==> src/rtl/uart_rx_fifo.sv <==
// rtl/uart_rx_fifo.sv - receive-side byte FIFO behind the UART receiver
// Stores bytes on each rx-complete pulse and serves them through a registered read handshake.
module uart_rx_fifo #(
  parameter int ADDR_W   = 4,
  parameter bit DROP_ERR = 1'b1
) (
  input  logic              clk,
  input  logic              rst_n,
  input  logic [7:0]        i_rx_d,
  input  logic              i_rx_complete,
  input  logic              i_rx_error,
  input  logic              i_rd_en,
  input  logic              i_clr_ovf,
  output logic [7:0]        o_rd_d,
  output logic              o_rd_valid,
  output logic              o_empty,
  output logic              o_full,
  output logic [ADDR_W:0]   o_count,
  output logic              o_overflow,
  output logic [7:0]        o_err_cnt
);

  localparam int              DEPTH   = 2 ** ADDR_W;
  localparam logic [ADDR_W:0] L_DEPTH = (ADDR_W + 1)'(DEPTH);
  localparam logic [ADDR_W:0] L_ONE   = (ADDR_W + 1)'(1);

  logic [7:0]        r_mem [DEPTH];
  logic [ADDR_W-1:0] r_wr_ptr;
  logic [ADDR_W-1:0] r_rd_ptr;
  logic [ADDR_W:0]   r_count;
  logic              r_empty;
  logic              r_full;
  logic              r_overflow;
  logic              r_rd_valid;
  logic [7:0]        r_rd_d;
  logic [7:0]        r_err_cnt;

  logic              w_wr_req;
  logic              w_rd_acc;
  logic              w_wr_acc;
  logic              w_ovf_set;
  logic              w_err_evt;
  logic [ADDR_W:0]   w_count_nxt;

  assign w_wr_req  = i_rx_complete & ~(DROP_ERR & i_rx_error);
  assign w_rd_acc  = i_rd_en & ~r_empty;
  // A read on a full FIFO frees the slot the simultaneous write lands in.
  assign w_wr_acc  = w_wr_req & (~r_full | w_rd_acc);
  assign w_ovf_set = w_wr_req & r_full & ~w_rd_acc;
  assign w_err_evt = i_rx_complete & i_rx_error;

  always_comb begin
    w_count_nxt = r_count;
    if (w_wr_acc && !w_rd_acc) begin
      w_count_nxt = r_count + L_ONE;
    end else if (w_rd_acc && !w_wr_acc) begin
      w_count_nxt = r_count - L_ONE;
    end
  end

  always_ff @(posedge clk) begin
    if (w_wr_acc) begin
      r_mem[r_wr_ptr] <= i_rx_d;
    end
  end

  always_ff @(posedge clk or negedge rst_n) begin
    if (!rst_n) begin
      r_wr_ptr   <= '0;
      r_rd_ptr   <= '0;
      r_count    <= '0;
      r_empty    <= 1'b1;
      r_full     <= 1'b0;
      r_rd_valid <= 1'b0;
      r_rd_d     <= 8'h00;
    end else begin
      r_count    <= w_count_nxt;
      r_empty    <= (w_count_nxt == '0);
      r_full     <= (w_count_nxt == L_DEPTH);
      r_rd_valid <= w_rd_acc;
      if (w_wr_acc) begin
        r_wr_ptr <= r_wr_ptr + ADDR_W'(1);
      end
      if (w_rd_acc) begin
        r_rd_d   <= r_mem[r_rd_ptr];
        r_rd_ptr <= r_rd_ptr + ADDR_W'(1);
      end
    end
  end

  // Set has priority over clear so a lost byte is never hidden.
  always_ff @(posedge clk or negedge rst_n) begin
    if (!rst_n) begin
      r_overflow <= 1'b0;
    end else if (w_ovf_set) begin
      r_overflow <= 1'b1;
    end else if (i_clr_ovf) begin
      r_overflow <= 1'b0;
    end
  end

  always_ff @(posedge clk or negedge rst_n) begin
    if (!rst_n) begin
      r_err_cnt <= 8'h00;
    end else if (w_err_evt && (r_err_cnt != 8'hFF)) begin
      r_err_cnt <= r_err_cnt + 8'h01;
    end
  end

  assign o_rd_d     = r_rd_d;
  assign o_rd_valid = r_rd_valid;
  assign o_empty    = r_empty;
  assign o_full     = r_full;
  assign o_count    = r_count;
  assign o_overflow = r_overflow;
  assign o_err_cnt  = r_err_cnt;

endmodule

==> config.mk <==
export PLATFORM = sky130hd
export DESIGN_NAME = uart_rx_fifo
export DESIGN_NICKNAME = d
export VERILOG_FILES = /design/src/rtl/uart_rx_fifo.sv
export SDC_FILE = /design/constraint.sdc
export NUM_CORES = 1
export LEC_CHECK = 0
export ABC_AREA = 1
export CORE_UTILIZATION = 60
export DETAILED_ROUTE_END_ITERATION = 8
export GPL_TIMING_DRIVEN = 0
export PLACE_DENSITY = 0.8
export SETUP_SLACK_MARGIN = 0.2
export SLEW_MARGIN = 30
export SYNTH_ARGS = -nofsm -noshare
export SYNTH_HDL_FRONTEND = slang
export SYNTH_SLANG_ARGS = --single-unit
export TNS_END_PERCENT = 30
==> constraint.sdc <==
create_clock -name clk -period 4.51 [get_ports clk]
set_input_delay 0.6765 -clock clk [delete_from_list [all_inputs] [get_ports clk]]
set_output_delay 0.6765 -clock clk [all_outputs]
set_load 0.005 [all_outputs]
==> results of run 1 <==
-- where the power goes --
| part | internal (mW) | switching, mW | total [mW] |
|---|---|---|---|
| registers | 1.80 | 0.129 | 1.93 |
| clock network | 0.939 | 0.564 | 1.50 |
| logic | 0.726 | 1.22 | 1.95 |
| total | 3.46 | 1.91 | 5.38 |
-- state kept, by name, indices dropped and copies added, names as in the netlist --
register    count
o_full          1
o_rd_valid      1
r_rd_ptr        4
o_rd_d          8
r_mem         128
o_overflow      1
o_count         5
o_empty         1
o_err_cnt       8
r_wr_ptr        4
-- placed cells by master (no fill, tap or decap), types with 4 or more instances in the layout --
cell	n
buf_2	13
clkdlybuf4s50_1	37
o21ai_0	10
clkbuf_1	6
clkbuf_16	17
nor3_1	18
a21oi_1	8
ha_1	8
or2_0	8
inv_2	6
dfrtp_1	32
buf_6	6
nor2_1	34
inv_1	58
nand2_1	233
nand3_1	42
xor2_1	15
bufinv_16	4
o211ai_2	16
edfxtp_1	128
buf_4	6
-- synth_stat cells, types with 6 or more instances --
| cell type | n | area [µm²] |
|---|---|---|
| a21oi_1 | 8 | 40.0 |
| buf_2 | 12 | 60.1 |
| buf_4 | 6 | 45.0 |
| buf_6 | 6 | 67.6 |
| dfrtp_1 | 32 | 801 |
| edfxtp_1 | 128 | 3840 |
| ha_1 | 8 | 100 |
| inv_1 | 58 | 218 |
| inv_2 | 6 | 22.5 |
| nand2_1 | 233 | 875 |
| nand3_1 | 42 | 210 |
| nor2_1 | 34 | 128 |
| nor3_1 | 18 | 90.1 |
| o211ai_2 | 16 | 200 |
| o21ai_0 | 10 | 50.1 |
| or2_0 | 8 | 50.1 |
| xor2_1 | 15 | 131 |
-- metrics by stage --
step	power [mW]	setup slack, ns	util, %
3_5_place_dp	3.85	1.53	67.1
6_report	5.38	1.97	72.4
2_1_floorplan	3.19	2.55	-
5_1_grt	5.64	1.83	72.4
3_3_place_gp	3.76	1.59	66.9
4_1_cts	5.35	1.97	72.4
-- final cells by class --
cell class / count / area (µm²)
Tap cell: 143 / 179
Timing Repair Buffer: 39 / 395
Clock inverter: 10 / 159
Clock buffer: 22 / 454
Buffer: 27 / 184
Fill cell: 743 / 3190
Multi-Input combinational cell: 417 / 2090
Sequential cell: 161 / 4670
Inverter: 64 / 240
-- worst max path at each step --
stage,start,to,slack [ns]
final,i_rx_error,r_mem[13][1],1.97
after global placement,i_rx_error,r_mem[7][4],1.59
after floorplan,i_rd_en,r_mem[11][0],2.55
after CTS,i_rx_error,r_mem[7][1],1.97
after global routing,i_rx_error,r_mem[7][2],1.83
after detailed placement,i_rx_error,r_mem[7][0],1.53
-- kinds of logic after synthesis --
logic type               count (synthesis)
adder cells (fa/ha/maj)                  8
AO/OA/AOI/OAI                           39
AND/OR/NAND/NOR                        355
buffers and inverters                   91
flip-flops                             161
XOR/XNOR                                15
-- per-layer routing --
layer  up-vias  track usage [%]  part of all wire [%]
met3        33             5.99                   7.5
met4         0             11.1                   2.0
met1      2401             37.3                    41
met5         -                0                     0
met2       210             46.8                    50
li1       2318                -                     -
==> impl_metrics.py, run 1 <==
metrics = {
    "floorplanning": {
        "initial_core_util_pct": 62.1,
        "die-area_um2": 12400,
        "num_io_pins": 39,
        "core_um2": 11600,
        "dieHeight_um": 111,
        "num_rows": 39,
        "fp.dieW_um": 111,
    },
    "routing": {
        "dr.pass1.iters": 7,
        "remaining_drc_errors": 2,
        "viasPerCell": 5.62,
        "via_count": 4962,
        "dr.first_iter.drc_count": 510,
        "routed_wl_um": 16500,
        "wl_per_cell_um": 18.6,
        "drtAntennaViolNets": 0,
    },
    "pwr": {
        "vdd_drop_max_mv": 0.290,
        "leakage_nw": 3.51,
        "pwr_density_cell_nw_per_um2": 642,
    },
    "worst_setup_path": {
        "r2r-start": "o_empty",
        "critPathCaptureType": "flop",
        "timing.rr.end": "r_mem[13][1]",
        "cpMaxStageDelayCell": "nor2_1",
        "path_max_fanout": 8,
        "path_buf_inv": 2,
        "arrival_ns": 2.59,
        "cp_data_required_time_ns": 4.56,
        "ff2ff_path_depth": 5,
        "path_cells": "clkdlybuf4s50_1, inv_2, nand2_4, a21oi_2, nand2_1, nor2_1",
        "worstSetupPathType": "primary input to flop",
        "worst_path_largest_cell_delay_ns": 0.69,
        "critPathLaunchType": "primary input",
        "r2r_slack_ns": 2.34,
        "path_delay_family": "simple AND/OR/NAND/NOR gates",
        "crit_cells": 6,
    },
    "synth": {
        "synth_seq_cells": 161,
        "synth_ff_type": "edfxtp_1",
        "synth_fa_ha_area_share_pct": 1.39,
        "async_reset_ff_share_pct": 20.5,
        "yosysSeqAreaShare_pct": 65.0,
        "syn_nets": 691,
        "synth_top_family_by_area": "simple AND/OR/NAND/NOR gates",
        "synth_mux_area_share_pct": 0,
        "synth.avg_cell_area_um2": 10.7,
        "synth-simple-area-share_pct": 21.4,
        "syn_area_um2": 7180,
        "syn_inst": 669,
        "synthXorXnorAreaFrac_pct": 1.83,
        "synth_compound_area_share_pct": 4.49,
        "synth_cell_type_count": 32,
        "yosysWarnings": 0,
        "synth-edff-count": 128,
    },
    "clock_network": {
        "htree_levels": 4,
        "cts.repair.resized": 0,
        "cts_root_buf": "clkbuf_16",
        "hold_buffers": 0,
        "ctsLongestPathBuffers": 2,
        "cts.sinks": 161,
        "cts_tree": "yes",
        "post_cts_buffers": 0,
        "worst_skew_pair.late_latency_ns": 0.43,
        "cts_inserted_buffers": 17,
        "cts.clk_slew.worst_paths_ns": 0.06,
    },
    "grt": {
        "grt_pass1_vias": 4909,
        "grt_max_degree": 27,
        "grt_util_all_layers_pct": 28.4,
        "grt-ovfl-total": 0,
        "antenna_found_initial": 0,
        "grt_pass1_wl_um": 26100,
    },
    "placed_design": {
        "place_congestion": 0.889,
        "port_buffers": 38,
        "dp.cells": 851,
        "dp_hpwl_um": 10800,
        "place_area_um2": 7760,
    },
    "sta": {
        "setup_viol": 0,
        "tightest_slew_ns": 0.846,
        "rsz0062_at_grt": "no",
        "whs_ns": 0.119,
        "max_slew_margin_pct": 43.4,
        "min_period_over_period_pct": 56.2,
        "fin_skew_ns": 0.00812,
        "fmax_ghz": 0.394,
        "timing.setup.tns_ns": 0,
        "hold_viol_final": 0,
        "drv_slew": 0,
        "fin_crit_ns": 2.54,
    },
    "cells_and_area": {
        "fin_area_um2": 8370,
        "nets": 749,
        "diodes": 0,
        "area_growth_pct": 16.5,
        "fin_cells": 883,
        "drive_gt1_share_pct": 12.7,
    },
    "status": {
        "outcome": "complete, but fails checks",
        "violations": "design-rule violations",
    },
    "flow_run": {
        "cap_violations": 0,
    },
    "min_path": {
        "holdCritPathClass": "primary input to asynchronous set/reset pin",
    },
}
Power figures use the tool's default switching activity.
==> run 2: changes to the inputs <==
- CORE_UTILIZATION: 60 -> 54
- PLACE_DENSITY: 0.8 -> 0.76
- clock period: 4.51 -> 2.1 ns (I/O delays scaled with it)
==> run 2 against run 1 <==
The flow now finishes without violations. Non-clock buffer count is 3 higher. Sequential power is 120% higher. Die area is 11% higher. Critical path depth is 1 lower. Global-route usage is 3.5 points lower. Hold slack better by 0.14 ns. Cell area is 3.0% higher. Register-to-register slack worse by 2.1 ns. First-iteration DRC count is 20% lower. Wire length is 1.9% lower. Setup slack worse by 1.7 ns. Via count is 1.4% lower. Critical path type unchanged.
==> impl_metrics.py, run 2 (synthesis gave the netlist of run 1 again) <==
metrics = {
    "pwr": {
        "p_total_mw": 11.9,
        "vdd_drop_max_mv": 0.759,
        "comb_power_share_pct": 36.1,
        "clkPwrFrac_pct": 29.1,
        "pwr_density_cell_nw_per_um2": 1380,
        "p_sw_share_pct": 36.3,
        "p_seq_share_pct": 34.8,
        "leakage_nw": 3.56,
        "p_int_mw": 7.59,
        "power.switching_mw": 4.32,
    },
    "floorplanning": {
        "dieHeight_um": 117,
        "die-area_um2": 13800,
        "num_io_pins": 39,
        "fp.dieW_um": 117,
        "initial_core_util_pct": 56.2,
        "core_um2": 12800,
        "num_rows": 41,
    },
    "cells_and_area": {
        "fin_area_um2": 8620,
        "largest_reg_flops": 128,
        "area_growth_pct": 20.0,
        "fillers": 897,
        "drive_gt1_share_pct": 16.0,
        "largest-register": "r_mem",
        "nets": 752,
        "mostFrequentLayoutCell": "nand2_1",
        "diodes": 0,
        "fin_cells": 915,
        "layout_common_cells": "230 x nand2_1, 128 x edfxtp_1, 58 x inv_1",
    },
    "clock_network": {
        "cts.sinks": 161,
        "htree_levels": 4,
        "ctsLongestPathBuffers": 2,
        "cts_inserted_buffers": 17,
        "worst_skew_pair.late_latency_ns": 0.43,
        "cts_root_buf": "clkbuf_16",
        "cts.clk_slew.worst_paths_ns": 0.07,
        "cts_tree": "yes",
    },
    "worst_setup_path": {
        "startpoint": "i_rx_complete",
        "arrival_ns": 1.94,
        "critPathCaptureType": "flop",
        "path_delay_family": "simple AND/OR/NAND/NOR gates",
        "worst_path_largest_cell_delay_ns": 0.58,
        "cpMaxStageDelayCell": "clkdlybuf4s50_1",
        "path_buf_inv": 1,
        "path_cells": "clkdlybuf4s50_1, nand2_4, a21oi_4, nand2_1, nor2_4",
        "worstSetupPathType": "primary input to flop",
        "r2r-start": "o_empty",
        "cp_data_required_time_ns": 2.21,
        "critPathLaunchType": "primary input",
        "path_max_fanout": 8,
    },
    "placed_design": {
        "place_area_um2": 7790,
        "dp_slack_ns": -0.554,
        "dp_hpwl_um": 10400,
        "dp.cells": 880,
        "port_buffers": 38,
        "place_congestion": 0.874,
    },
    "sta": {
        "drv_slew": 0,
        "max_slew_margin_pct": 46.4,
        "hold_viol_final": 0,
        "setup_viol": 0,
        "timing.setup.tns_ns": 0,
        "setup_ws_ns": 0.266,
        "min_period_over_period_pct": 87.3,
        "fin_skew_ns": 0.00681,
        "fmax_ghz": 0.545,
        "rsz0062_at_grt": "yes",
        "fin_crit_ns": 1.83,
        "tightest_slew_ns": 0.802,
    },
    "grt": {
        "antenna_found_initial": 0,
        "grt_max_degree": 29,
        "grt_util_all_layers_pct": 24.9,
        "grt-ovfl-total": 0,
        "grt_pass1_vias": 4843,
        "grt_pass1_wl_um": 25600,
    },
    "routing": {
        "wl_per_cell_um": 17.6,
        "viasPerCell": 5.35,
        "drtAntennaViolNets": 0,
        "remaining_drc_errors": 0,
        "routed_wl_um": 16100,
        "dr.first_iter.drc_count": 406,
        "dr.pass1.iters": 5,
        "via_count": 4893,
    },
    "flow_run": {
        "cap_violations": 0,
    },
    "min_path": {
        "holdCritPathClass": "primary input to asynchronous set/reset pin",
    },
    "status": {
        "outcome": "finished, final reports clean",
    },
}
[run 2: cell count changes in the layout (fill, tap and decap cells not counted), sizes merged]
| cell | change |
|---|---|
| buf | +2 |
| bufinv | +1 |
| clkbuf | -5 |
| clkinv | -2 |
| clkinvlp | -2 |
| dlygate4sd3 | +1 |
| inv | +8 |
[run 2: path summary, 6_finish.rpt]
| check | end | slack [ns] | cells after the start |
|---|---|---|---|
| hold / removal | o_rd_d[4] | 0.26 | 2 |
| min in group clk | o_overflow | 0.47 | 2 |
| hold reg to reg | o_rd_d[4] | 0.48 | 2 |
| max in group asynchronous | o_empty | 1.37 | 3 |
| setup reg to reg | r_mem[12][6] | 0.28 | 5 |
| setup / recovery | r_mem[12][6] | 0.27 | 5 |
[run 2: stage by stage]
stage                     hold WS (ns)  util [%]
final                            0.260      67.5
after global routing             0.279      67.5
after CTS                        0.256      66.8
after detailed placement         0.169      61.0
after global placement           0.463      60.9
after floorplan                 0.0194         -
[run 2: cell type report]
cell class	instances	area, µm²	area share, %
clock inverters	15	240	2.79
well taps	172	215	2.50
inverters	64	240	2.79
flip-flops and latches	161	4670	54.2
plain buffers	27	184	2.13
multi-input cells	417	2220	25.8
clock buffers	17	425	4.94
repair buffers	42	420	4.88
[run 2: power groups by stage]
stage	registers, mW	logic [mW]	clock network [mW]
4_1_cts	4.14	4.19	3.48
6_report	4.15	4.30	3.46
3_5_place_dp	4.20	4.05	0
3_3_place_gp	4.18	3.95	0
2_1_floorplan	4.15	2.69	0
5_1_grt	4.19	4.72	3.62
[run 2: routing by layer]
layer,vias up,track usage [%],wire (µm)
met5,-,0,0
met4,0,13.0,562
met3,38,4.47,909
met2,173,39.6,7910
met1,2351,32.7,6760
li1,2331,-,-
[run 2: what timing repair did]
action / CTS / global route
hold endpoints to repair: 32 / 0
setup endpoints to repair: 128 / 128
pin swaps: 0 / 1
gates cloned: 0 / 0
buffers inserted: 0 / 2
hold buffers: 1 / 0
resized for setup: 20 / 16
